<file path="src/rtl/resp_demux_4.sv">
// Registered 1-to-4 response demux; each lane owns a one-entry holding
// register so a stalled consumer only back-pressures beats aimed at it.
module resp_demux_4 #(
  parameter int DATA_W = 32,
  parameter int CNT_W  = 16
) (
  input  logic              clk_i,
  input  logic              rst_n_i,
  input  logic [DATA_W-1:0] data_i,
  input  logic [1:0]        select_i,
  input  logic              valid_i,
  output logic              ready_o,
  output logic [DATA_W-1:0] data1_o,
  output logic [DATA_W-1:0] data2_o,
  output logic [DATA_W-1:0] data3_o,
  output logic [DATA_W-1:0] data4_o,
  output logic              valid1_o,
  output logic              valid2_o,
  output logic              valid3_o,
  output logic              valid4_o,
  input  logic              ready1_i,
  input  logic              ready2_i,
  input  logic              ready3_i,
  input  logic              ready4_i,
  output logic [CNT_W-1:0]  beat_cnt_o
);

  typedef enum logic {
    EMPTY = 1'b0,
    FULL  = 1'b1
  } lane_st_t;

  lane_st_t          st_q  [4];
  lane_st_t          st_d  [4];
  logic [DATA_W-1:0] dat_q [4];
  logic [DATA_W-1:0] dat_d [4];
  logic [CNT_W-1:0]  cnt_q;
  logic [CNT_W-1:0]  cnt_d;
  logic [3:0]        rdy;
  logic [3:0]        sel_oh;
  logic [3:0]        acc;
  logic [3:0]        dlv;

  assign rdy = {ready4_i, ready3_i, ready2_i, ready1_i};

  always_comb begin
    sel_oh = 4'b0001 << select_i;
  end

  // Only the addressed lane can stall the producer.
  always_comb begin
    ready_o = 1'b0;
    unique case (1'b1)
      sel_oh[0]: ready_o = (st_q[0] == EMPTY) | rdy[0];
      sel_oh[1]: ready_o = (st_q[1] == EMPTY) | rdy[1];
      sel_oh[2]: ready_o = (st_q[2] == EMPTY) | rdy[2];
      sel_oh[3]: ready_o = (st_q[3] == EMPTY) | rdy[3];
      default:   ready_o = 1'b0;
    endcase
  end

  always_comb begin
    acc = '0;
    dlv = '0;
    for (int n = 0; n < 4; n++) begin
      st_d[n]  = st_q[n];
      dat_d[n] = dat_q[n];
      dlv[n]   = (st_q[n] == FULL) & rdy[n];
      acc[n]   = valid_i & ready_o & sel_oh[n];
      if (acc[n]) begin
        st_d[n]  = FULL;
        dat_d[n] = data_i;
      end else if (dlv[n]) begin
        st_d[n]  = EMPTY;
      end
    end
  end

  always_comb begin
    cnt_d = cnt_q
          + CNT_W'(dlv[0])
          + CNT_W'(dlv[1])
          + CNT_W'(dlv[2])
          + CNT_W'(dlv[3]);
  end

  always_ff @(posedge clk_i or negedge rst_n_i) begin
    if (!rst_n_i) begin
      for (int n = 0; n < 4; n++) begin
        st_q[n]  <= EMPTY;
        dat_q[n] <= '0;
      end
      cnt_q <= '0;
    end else begin
      for (int n = 0; n < 4; n++) begin
        st_q[n]  <= st_d[n];
        dat_q[n] <= dat_d[n];
      end
      cnt_q <= cnt_d;
    end
  end

  assign valid1_o   = (st_q[0] == FULL);
  assign valid2_o   = (st_q[1] == FULL);
  assign valid3_o   = (st_q[2] == FULL);
  assign valid4_o   = (st_q[3] == FULL);
  assign data1_o    = dat_q[0];
  assign data2_o    = dat_q[1];
  assign data3_o    = dat_q[2];
  assign data4_o    = dat_q[3];
  assign beat_cnt_o = cnt_q;

endmodule

</file>
<file path="config.mk">
export PLATFORM = sky130hd
export DESIGN_NAME = resp_demux_4
export DESIGN_NICKNAME = d
export VERILOG_FILES = /design/src/rtl/resp_demux_4.sv
export SDC_FILE = /design/constraint.sdc
export NUM_CORES = 1
export LEC_CHECK = 0
export CORE_ASPECT_RATIO = 0.5
export CORE_MARGIN = 2
export CORE_UTILIZATION = 40
export CTS_CLUSTER_DIAMETER = 40
export CTS_CLUSTER_SIZE = 14
export DETAILED_ROUTE_END_ITERATION = 7
export PLACE_DENSITY = 0.78
export SYNTH_ARGS = -nofsm -noshare
export SYNTH_HDL_FRONTEND = slang
export SYNTH_SLANG_ARGS = --single-unit
export TNS_END_PERCENT = 5
</file>
<file path="constraint.sdc">
create_clock -name clk_i -period 5.4 [get_ports clk_i]
set_clock_uncertainty 0.05 [all_clocks]
set_input_delay 1.08 -clock clk_i [delete_from_list [all_inputs] [get_ports clk_i]]
set_output_delay 1.08 -clock clk_i [all_outputs]
set_load 0.05 [all_outputs]
</file>
Yosys cells after proc, flatten, opt, wreduce, memory -nomap -nowiden --
Index checks and enable logic that the tools add are counted. W data, S select, Z words.
Operators by class: add/subtract/negate cells 4, multiply operators 0, divide/modulo/power cells 0, order comparisons 0, equal/unequal tests 0, shift operators 1, muxes and demuxes 9, bitwise gates (word level) 17, reduce and logical (&&, ||, !) cells 4
Operators with widths (count):
- $add A16 B1 Y16 | 4
- $and A1 B1 Y1 | 9
- $mux W1 | 8
- $reduce_bool A2 Y1 | 4
- $not A1 Y1 | 4
- $or A1 B1 Y1 | 4
- $pmux W1 S4 | 1
- $shl A1 B2 Y4 const A | 1
Storage, ports and cells: bits in registers 148, bits in latches 0, bits in writable memories 0, bits in read-only memories 0, input port bits 41, output and inout bits 149, word-level logic and storage cells 44, memories 0

Depth between registers and ports, before layout --
word-level depth 6, depth in mapped cells 8, depth with buffers taken out 8

Worst setup path after synthesis --
Ideal clock, no wire load.
path type input to register, start point input ready1_i, end point register cnt_q[10], in the netlist beat_cnt_o[10], library setup time 141 ps, arrival time 3178 ps, data required time 5209 ps, path slack 2031 ps, cell stages on the path 8, buffers on the path 0, cell sequence nand2_1 > fa_1 > fa_1 > fa_1 > nor2b_1 > and3_1 > nand4_1 > xnor2_1
On the way: cells in the longest elaborated chain, start to end 5
RTL lines:
- start: declaration | RTL line 21 | input logic ready1_i,
- $and A1 B1 Y1 | RTL line 68 | dlv[n] = (st_q[n] == FULL) & rdy[n];
- $add A16 B1 Y16 | RTL line 81 | + CNT_W'(dlv[0])
- $add A16 B1 Y16 | RTL line 82 | + CNT_W'(dlv[1])
- $add A16 B1 Y16 | RTL line 83 | + CNT_W'(dlv[2])
- $add A16 B1 Y16 | RTL line 84 | + CNT_W'(dlv[3]);
- via cnt_d[10] | RTL line 38 | logic [CNT_W-1:0] cnt_d;
- end signal: assignment | RTL line 99 | cnt_q <= cnt_d;
- end: declaration | RTL line 37 | logic [CNT_W-1:0] cnt_q;
The timed path passes the listed nets, and every way through them passes these cells. A chain may end at the register's enable or synchronous reset.

Worst setup path after layout --
start point input select_i[0], end point output ready_o
On the way: cells in the longest elaborated chain, start to end 2
RTL lines:
- start: declaration | RTL line 10 | input logic [1:0] select_i,
- $shl A1 B2 Y4 | RTL line 47 | sel_oh = 4'b0001 << select_i;
- $pmux W1 S4 | RTL line 53 | unique case (1'b1)
- end: declaration | RTL line 12 | output logic ready_o,
No other way between the ends.

==> flow_metrics.py <==
metrics = {
    "run_status": {
        "outcome": "finished, final reports clean",
    },
    "critical_path": {
        "cp_max_fo": 7,
        "crit_top_cell": "clkdlybuf4s50_1",
        "slowest_delay_ps": 710,
        "cp-start-kind": "input pin",
        "crit_buf_inv": 2,
        "critPathKind": "input pin to output pin",
        "end_kind": "output pin",
        "cp.required_ps": 4270,
        "critical-path-top-delay-family": "buffers and inverters",
        "cp_cell_sequence": "clkdlybuf4s50_1 > mux4_2 > clkdlybuf4s50_1",
        "cp_slowest_cell": "clkdlybuf4s50_1",
        "arrival_ps": 2960,
    },
    "layout": {
        "nFillCells": 1068,
        "seqCellArea_mm2": 0.00370,
        "final_core_utilization_pct": 60.9,
        "drive_gt1_share_pct": 29.1,
        "multi_input_area_mm2": 0.00190,
        "area_growth_pct": 46.0,
        "final_nets": 599,
        "antennaDiodeCount": 0,
    },
    "logic_synthesis": {
        "synth_compound_area_share_pct": 0.434,
        "yosysTopAreaCell": "dfrtp_1",
        "synth-simple-area-share_pct": 3.71,
        "synth.area.top_cells": "dfrtp_1 (64%), mux2_2 (24%), buf_6 (1.8%), xnor2_1 (1.4%), fa_1 (1.0%)",
        "ys_types": 26,
        "yosys.area.top_type_share_pct": 64.3,
        "synth-xor-area-share_pct": 2.13,
        "synth-adder-area-share_pct": 1.26,
        "ys_warn_count": 0,
        "synth_area_per_cell_um2": 16.1,
        "synth.yosys.seq_area_share_pct": 64.3,
        "synth_nets": 402,
        "syn_area_mm2": 0.00576,
        "synthMuxAreaShare_pct": 25.4,
        "synth_top_family_by_area": "multiplexers",
        "synth_seq_cells": 148,
        "syn_inst": 357,
    },
    "clocking": {
        "cts_sinks": 148,
        "tritoncts": "yes",
        "clk_path_buf_depth": 2,
        "numCtsBuffers": 17,
        "worst_skew_pair.late_latency_ps": 400,
        "root_buffer": "clkbuf_16",
        "post_cts_resized": 0,
        "postCtsHoldBufs": 0,
        "path_clk_slew_ps": 60,
        "post_cts_buffers": 0,
        "htreeDepth": 4,
    },
    "route": {
        "drtPass1Iterations": 4,
        "drt_iter0_drc": 199,
        "routed_wl_um": 13700,
        "vias_per_cell": 4.84,
        "wl_per_cell_um": 18.0,
        "vias": 3677,
        "drcViolationCount": 0,
        "drtAntennaViolNets": 0,
    },
    "timing": {
        "setup_viol": 0,
        "drv_slew": 0,
        "fmax_mhz": 244,
        "fin_crit_sh_pct": 75.8,
        "tightest_slew_ps": 1000,
        "tns_ps": 0,
        "finalHoldViolCount": 0,
        "grt_setup_unrepaired": "no",
        "fin_crit_ps": 4090,
        "layout_setup_ws_ps": 1310,
        "max_slew_margin_pct": 33.2,
    },
    "placement": {
        "place.detailed.hpwl_um": 9380,
        "port_buffers": 189,
        "gp_congestion": 0.817,
        "place_ws_ps": 1300,
    },
    "power_and_ir_drop": {
        "p_total_mw": 4.39,
        "p_leak_nw": 3.52,
        "ir_drop_v": 0.000222,
        "power.density_mw_per_mm2": 522,
    },
    "run": {
        "cap_violations": 0,
    },
    "floorplanning": {
        "dieHeight_um": 88.9,
        "core-area_mm2": 0.0138,
        "start_util_pct": 41.7,
        "die_w_um": 174,
        "pin_count": 190,
        "row_count": 30,
        "die_area_mm2": 0.0154,
    },
    "global_routing": {
        "grt_use_total_pct": 17.8,
        "grt_pass1_wl_um": 21100,
        "grt_overflow": 0,
        "first_global_vias": 3875,
        "antenna_found_initial": 0,
        "grt_start_max_net_pins": 108,
    },
    "min_path": {
        "hp-class": "flip-flop to flip-flop",
    },
}
[state kept, by name, summed over array words and instances, names as in the netlist]
register	flops
beat_cnt_o	16
valid1_o	1
valid3_o	1
data2_o	32
data4_o	32
valid4_o	1
valid2_o	1
data1_o	32
data3_o	32
[power by group]
part           switching [mW]  total (mW)  leakage [nW]  internal [mW]
Combinational            1.09        1.68          1.45          0.590
Sequential              0.136        1.47          1.78           1.34
Clock                   0.451        1.24         0.288          0.787
Total                    1.67        4.39          3.52           2.72
[metal layers]
| layer | up-vias | part of all wire (%) | GRT usage, % |
|---|---|---|---|
| li1 | 1652 | - | - |
| met1 | 1926 | 42 | 21.6 |
| met2 | 78 | 53 | 32.2 |
| met3 | 21 | 2.8 | 3.35 |
| met4 | 0 | 2.4 | 7.10 |
| met5 | - | 0 | 0 |
[through the flow]
stage                     std cells  instance area (um^2)  hold slack, ps
final                           759                  8410             436
after floorplan                 357                  5760             729
after global routing            759                  8410             451
after detailed placement        727                  7780             428
after global placement          727                  7780             417
after CTS                       759                  8410             441
[worst reg2reg max path: cells and delay by family, from the launching register on]
family	cells	cell delay, ps
simple gates	4	690
flops	1	380
xor+xnor	1	150
fa+ha+maj	3	1390
[layout make-up]
class | instances | share of cell area, %
flip-flops and latches | 148 | 44.0
clock inverters | 12 | 2.14
clock buffers | 20 | 5.31
inverters | 6 | 0.268
well taps | 192 | 2.86
multi-input cells | 189 | 22.6
repair buffers | 192 | 22.8
[path summary, 6_finish.rpt]
path | from | to | slack [ps] | depth (start not counted)
max reg2reg | valid1_o$_DFFE_PN0P_ | beat_cnt_o[10]$_DFF_PN0_ | 2620 | 8
min | data3_o[30]$_DFFE_PN0P_ | data3_o[30]$_DFFE_PN0P_ | 440 | 1
max in group asynchronous | rst_n_i | valid3_o$_DFFE_PN0P_ | 3390 | 2
min reg2reg | data3_o[30]$_DFFE_PN0P_ | data3_o[30]$_DFFE_PN0P_ | 440 | 1
min in group asynchronous | rst_n_i | data1_o[26]$_DFFE_PN0P_ | 700 | 1
max | select_i[0] | ready_o | 1310 | 3
[cells in the final DEF (no fill, tap or decap), drive strengths merged, types with 2 or more instances in the layout]
cell type / netlist / routed
and3: 3 / 3
and4: 2 / 2
buf: 14 / 4
bufinv: 0 / 4
clkbuf: 0 / 20
clkdlybuf4s50: 0 / 188
clkinv: 0 / 3
clkinvlp: 0 / 5
dfrtp: 148 / 148
fa: 3 / 3
inv: 6 / 6
mux2: 128 / 128
nand2: 15 / 15
nand2b: 5 / 5
nand3: 2 / 2
nand4: 2 / 2
nor2: 4 / 4
nor2b: 3 / 3
o21ai: 2 / 2
xnor2: 9 / 9
xor2: 5 / 5
[cells by family (layout without fill, tap and decap cells)]
kind of cell | count (synthesis) | count (layout)
and+or+nand+nor | 39 | 39
DFF | 148 | 148
buffers and inverters | 20 | 230
adders and majority gates | 4 | 4
AOI/OAI and AO/OA | 3 | 3
muxes | 129 | 129
xor gates and xnor gates | 14 | 14
[synth_stat cells, drive strengths merged]
cell	instances
nand3	2
xor2	5
nand4	2
nor2	4
fa	3
nand2	15
o21ai	2
o2111ai	1
mux2	128
inv	6
nand3b	1
nor3	1
xnor2	9
nor3b	1
and4	2
mux4	1
ha	1
buf	14
nor2b	3
dfrtp	148
and3	3
nand2b	5
Power figures use the tool's default switching activity.
